File: config.mk
export PLATFORM = sky130hd
export DESIGN_NAME = encoder8_3_arb
export DESIGN_NICKNAME = d
export VERILOG_FILES = /design/src/rtl/encoder8_3_arb.sv
export SDC_FILE = /design/constraint.sdc
export NUM_CORES = 1
export LEC_CHECK = 0
export ABC_AREA = 1
export ABC_CLOCK_PERIOD_IN_PS = 1600
export CORE_MARGIN = 10
export CORE_UTILIZATION = 44
export DETAILED_ROUTE_END_ITERATION = 8
export PLACE_DENSITY = 0.87
export SYNTH_ARGS = -nofsm -noshare
export SYNTH_HDL_FRONTEND = slang
export SYNTH_SLANG_ARGS = --single-unit
File: constraint.sdc
create_clock -name clk -period 1.6 [get_ports clk]
set_input_delay 0.32 -clock clk [delete_from_list [all_inputs] [get_ports clk]]
set_output_delay 0.32 -clock clk [all_outputs]
set_load 0.1 [all_outputs]
File: src/rtl/encoder8_3_arb.sv
// Sticky 8-request arbiter with a registered highest-priority index encoder.
// Each grant is presented on out/valid until ack, then its pending bit is retired.
module encoder8_3_arb (
    input  logic       clk,
    input  logic       reset_n,
    input  logic       en,
    input  logic [7:0] req,
    input  logic       ack,
    output logic [2:0] out,
    output logic       valid,
    output logic [7:0] pending,
    output logic       multi
);

    typedef enum logic [0:0] {
        IDLE    = 1'b0,
        PRESENT = 1'b1
    } state_t;

    state_t     state, state_nxt;
    logic [2:0] out_nxt;
    logic [7:0] pending_nxt;
    logic [2:0] top_idx;

    // Highest set pending bit; the ascending scan lets the last hit win.
    always_comb begin
        top_idx = '0;
        for (int unsigned i = 0; i < 8; i++) begin
            if (pending[i]) begin
                top_idx = i[2:0];
            end
        end
    end

    always_comb begin
        state_nxt   = state;
        out_nxt     = out;
        pending_nxt = pending;

        case (state)
            IDLE: begin
                if (pending != '0) begin
                    out_nxt   = top_idx;
                    state_nxt = PRESENT;
                end
            end
            PRESENT: begin
                if (ack) begin
                    pending_nxt[out] = 1'b0;
                    state_nxt        = IDLE;
                end
            end
            default: state_nxt = IDLE;
        endcase

        // Capture is applied after the ack clear so a simultaneous request re-arms the bit.
        if (en) begin
            pending_nxt = pending_nxt | req;
        end
    end

    always_ff @(posedge clk) begin
        if (!reset_n) begin
            state   <= IDLE;
            out     <= '0;
            pending <= '0;
        end else begin
            state   <= state_nxt;
            out     <= out_nxt;
            pending <= pending_nxt;
        end
    end

    assign valid = (state == PRESENT);
    assign multi = ((pending & (pending - 8'd1)) != '0);

endmodule

Word level (Yosys, flattened, before mapping)
Cells that the tools add are included.
{ "word_totals": {"reg_bits": 12, "latch_bits": 0, "ramBits": 0, "romBits": 0, "in_bits": 12, "elab_cells": 30, "mem_count": 0} }
{ "classes": {"addsub": 1, "multipliers": 0, "n_div": 0, "magnitude_cmp": 2, "n_eq_ne": 0, "n_shift": 0, "muxes": 15, "bitwise": 5, "reduce_logical": 4} }
{ "op_table": {"columns": ["operator", "count"], "rows": [
  ["2-to-1 mux 8 bit", 3],
  ["2-to-1 mux 3 bit", 6],
  ["AND 8 bit", 2],
  ["nonzero test 8 bit", 2],
  ["NOT 8 bit", 1],
  ["OR 8 bit", 1],
  ["subtractor 8 x 1 -> 8 bit (second input constant)", 1],
  ["< comparator 3 x 4 -> 1 bit (second input constant)", 1],
  ["2-to-1 mux 1 bit", 4],
  ["demux 1 bit (select 3 bit)", 1],
  ["greater-or-equal comparator 3 x 1 -> 1 bit (second input constant)", 1],
  ["one-hot mux 1 bit (2 select lines)", 1],
  ["AND reduction 2 bit", 1],
  ["logical AND 1 bit", 1],
  ["NOT 1 bit", 1]
]} }

Depth between registers and ports, before layout
{ "depth": {"word_depth": 10, "mapped_depth": 7, "depth_no_buf": 7} }

Least setup slack after synthesis
OpenSTA, ideal clock, no wires.
{ "synth_timing": {"path_kind": "register to output", "startpoint": "reg pending[2]", "endpoint": "out multi", "t_arrival_ns": 2.081, "required_time_ns": 1.280, "slack_ns": -0.801, "path_stages_with_launch": 5, "path_buffers": 0, "path_cell_list": "dfxtp_1 -> nor2_2 -> nor2_1 -> a21oi_1 -> nand3_1"} }
{ "synth_via": {"elab_chain_cells": 3} }
{ "synth_lines": {"columns": ["item", "line_no", "text"], "rows": [
  ["start: declaration", "11", "output logic [7:0] pending,"],
  ["start signal: assignment", "70", "pending <= pending_nxt;"],
  ["subtractor 8 x 1 -> 8 bit", "75", "assign multi = ((pending & (pending - 8'd1)) != '0);"],
  ["AND 8 bit *", "75", null],
  ["nonzero test 8 bit *", "75", null],
  ["end: declaration", "12", "output logic multi"]
]} }
Mark *: on every way between the ends. The rest lies on a longest branch, timed or not.

Final worst setup path
{ "layout_timing": {"startpoint": "reg pending[1]", "endpoint": "out multi"} }
Same word-level chain as after synthesis.

==> out/metrics.yaml <==
critical_path:
  required_ns: 1.28
  crit_chain: "buf_6, nand2_2, o21ai_2, a21oi_4, nand3_4, buf_12"
  cp_max_fo: 4
  worst-path-buf-inv: 2
  crit_path_start_kind: "flop"
  critPathTopFamily: "flip-flops"
  path_class: "flop to output port"
  crit_arrival_ns: 1.31
  cp-end-kind: "output port"
  crit_slowest_cell: "dfxtp_4"
  cp_slowest_stage_delay_ns: 0.37
placement:
  dp_cells: 134
  gp_congestion: 0.827
  hpwl_mm: 1.61
  placed_cell_area_um2: 1040
  port-buffer-count: 24
finish:
  fin_cells: 140
  fillers: 69
  multiInputGateArea_um2: 393
  layout.nets: 139
  area_growth_pct: 89.8
  fin_util_pct: 89.2
  layout-drive-gt1-share_pct: 38.4
  diodes: 0
  final_area_um2: 1160
  regArea_um2: 259
detailed_routing:
  drt_iter0_drc: 11
  drt-pass1-iter-count: 5
  avgViaCountPerCell: 5.58
  drtAntennaViolNets: 0
  wl_mm: 2.55
  drc: 0
  wl_per_cell_um: 18.2
  vias: 781
synth:
  synth_fp_nets: 105
  yosys.area_share.simple_pct: 28.4
  netlist_top_cells_area: "dfxtp_1 39%, nand2_1 14%, a21oi_1 9.8%"
  yosys.area_share.adder_pct: 0
  synthCells: 93
  yosys_register_bits: 12
  synth_compound_area_share_pct: 23.7
  yosys.area.top_type_share_pct: 39.3
  yosysTopAreaCell: "dfxtp_1"
  avgSynthCellArea_um2: 6.58
  synth_cell_types: 14
  synth_mux_area_share_pct: 0
  synth_xor_area_share_pct: 0
  synth_warnings: 0
  synth_area_um2: 612
  ys_seq_area_share_pct: 39.3
  synth_top_family_by_area: "simple AND/OR/NAND/NOR gates"
global_routing:
  antenna_found_initial: 0
  grt_pass1_vias: 766
  grt_first_pass_wirelength_mm: 3.68
  grt.total_usage_pct: 14.2
  overflow: 0
  grt_max_degree: 11
power_and_ir_drop:
  finalPower_w: 0.00123
  switching_power_w: 0.000573
  p_int_w: 0.000653
  p_sw_share_pct: 46.7
  p_seq_share_pct: 31.0
  ir_worst_vdd_mv: 0.939
  power_leakage_nw: 0.492
  p_clk_share_pct: 15.5
  comb_power_share_pct: 53.4
  power_density_nw_per_um2: 1060
timing:
  hold_viol: 0
  slew_headroom_pct: 80.6
  slew_viol_final: 0
  period_share_pct: 102
  period_minus_slack_ns: 1.63
  worst_slew_pin_slew_ns: 0.290
  fin_worst_skew_ns: 0.00296
  max_freq_mhz: 612
  setup_violations: 1
  setup_tns_ns: -0.0330
  fin_ws_ns: -0.0330
  rsz0062_at_grt: "yes"
clock_network:
  numCtsBuffers: 3
  cts_root_buf: "clkbuf_4"
  clkSinkCount: 12
  clk_pin_slew_ns: 0.08
  htreeDepth: 1
  ctsHoldBuffers: 0
  clock_path_buffers: 2
  clock_latency_ns: 0.28
  cts_tree: "yes"
hold_path:
  hp-class: "flop to flop"
outcome:
  status: "finished with violations"
  violations: "setup timing"
die:
  core_area_um2: 1300
  start_util_pct: 47.0
  die-area_um2: 3280
  io_pins: 25
  die_w_um: 57.3
  die_h_um: 57.3
  rows: 13
flow_run:
  max_cap_viol_count: 0
[routing by layer]
metal	global-route usage (%)	up-vias	part of all wire (%)
met1	15.3	368	38
li1	-	371	-
met3	4.20	9	5.8
met4	7.72	0	2.0
met2	24.0	33	54
met5	0	-	0
[metrics by stage]
stage,hold slack (ns),worst slack (ns)
6_report,0.526,-0.0330
3_3_place_gp,0.507,0.138
3_5_place_dp,0.506,0.0846
5_1_grt,0.583,-0.0834
4_1_cts,0.526,0.00193
2_1_floorplan,0.441,-0.151
[worst reg2reg max path, stage by stage, from the launching register on]
cell and delay (ns):
dfxtp_2 0.34, nor2_4 0.16, nand2_4 0.09, buf_4 0.16, o21ai_4 0.20, nand2_1 0.08
nand2_1 0.06, nor2_1 0.05
[repair_timing]
action | 4_1_cts | 5_1_grt
gates resized for setup | 12 | 10
endpoints found under the setup margin | 1 | 1
setup buffers | 2 | 1
pin swaps | 4 | 4
[cell usage in the layout, fill, tap and decap left out, drive strengths merged]
cell            n
nand3           6
inv            12
dfxtp          12
a21oi          13
clkdlybuf4s50  11
nand2          25
or2             1
o21ai          13
clkinv          1
clkbuf          3
nor2            9
buf            19
[layout make-up]
cell class | instances | share of cell area [%]
Sequential cell | 12 | 22.3
Clock buffer | 3 | 1.94
Inverter | 13 | 4.20
Tap cell | 15 | 1.62
Timing Repair Buffer | 30 | 36.1
Multi-Input combinational cell | 67 | 33.8
[cell families (layout without fill, tap and decap cells)]
kind of cell	Yosys count	in the layout
compound gates	26	26
buf+inv	14	46
flops	12	12
simple gates	41	41
[synthesized netlist by cell type]
cell / instances
a21oi_1: 12
a21oi_2: 1
clkbuf_1: 1
clkinv_1: 1
dfxtp_1: 12
inv_1: 12
nand2_1: 23
nand2_2: 2
nand3_1: 6
nor2_1: 7
nor2_2: 2
o21ai_0: 12
o21ai_4: 1
or2_2: 1
[final timing paths]
kind	depth (start not counted)	to	slack, ns	from
max	6	multi	-0.03	pending[1]
min reg2reg	2	pending[4]	0.53	pending[4]
max reg2reg	7	out[1]	0.35	pending[2]
min	2	pending[4]	0.53	pending[4]
[state kept, by name, summed over array words and instances (netlist names)]
signal	count
pending	8
valid	1
out	3
[power groups by stage]
stage | sequential [W] | clock (W) | combinational (W)
after floorplan | 0.000575 | 0 | 0.000172
after global placement | 0.000380 | 0 | 0.000590
after global routing | 0.000382 | 0.000205 | 0.000683
final | 0.000380 | 0.000190 | 0.000655
after detailed placement | 0.000382 | 0 | 0.000598
after CTS | 0.000378 | 0.000184 | 0.000623
Note: power is estimated with default switching activity, not from simulation.
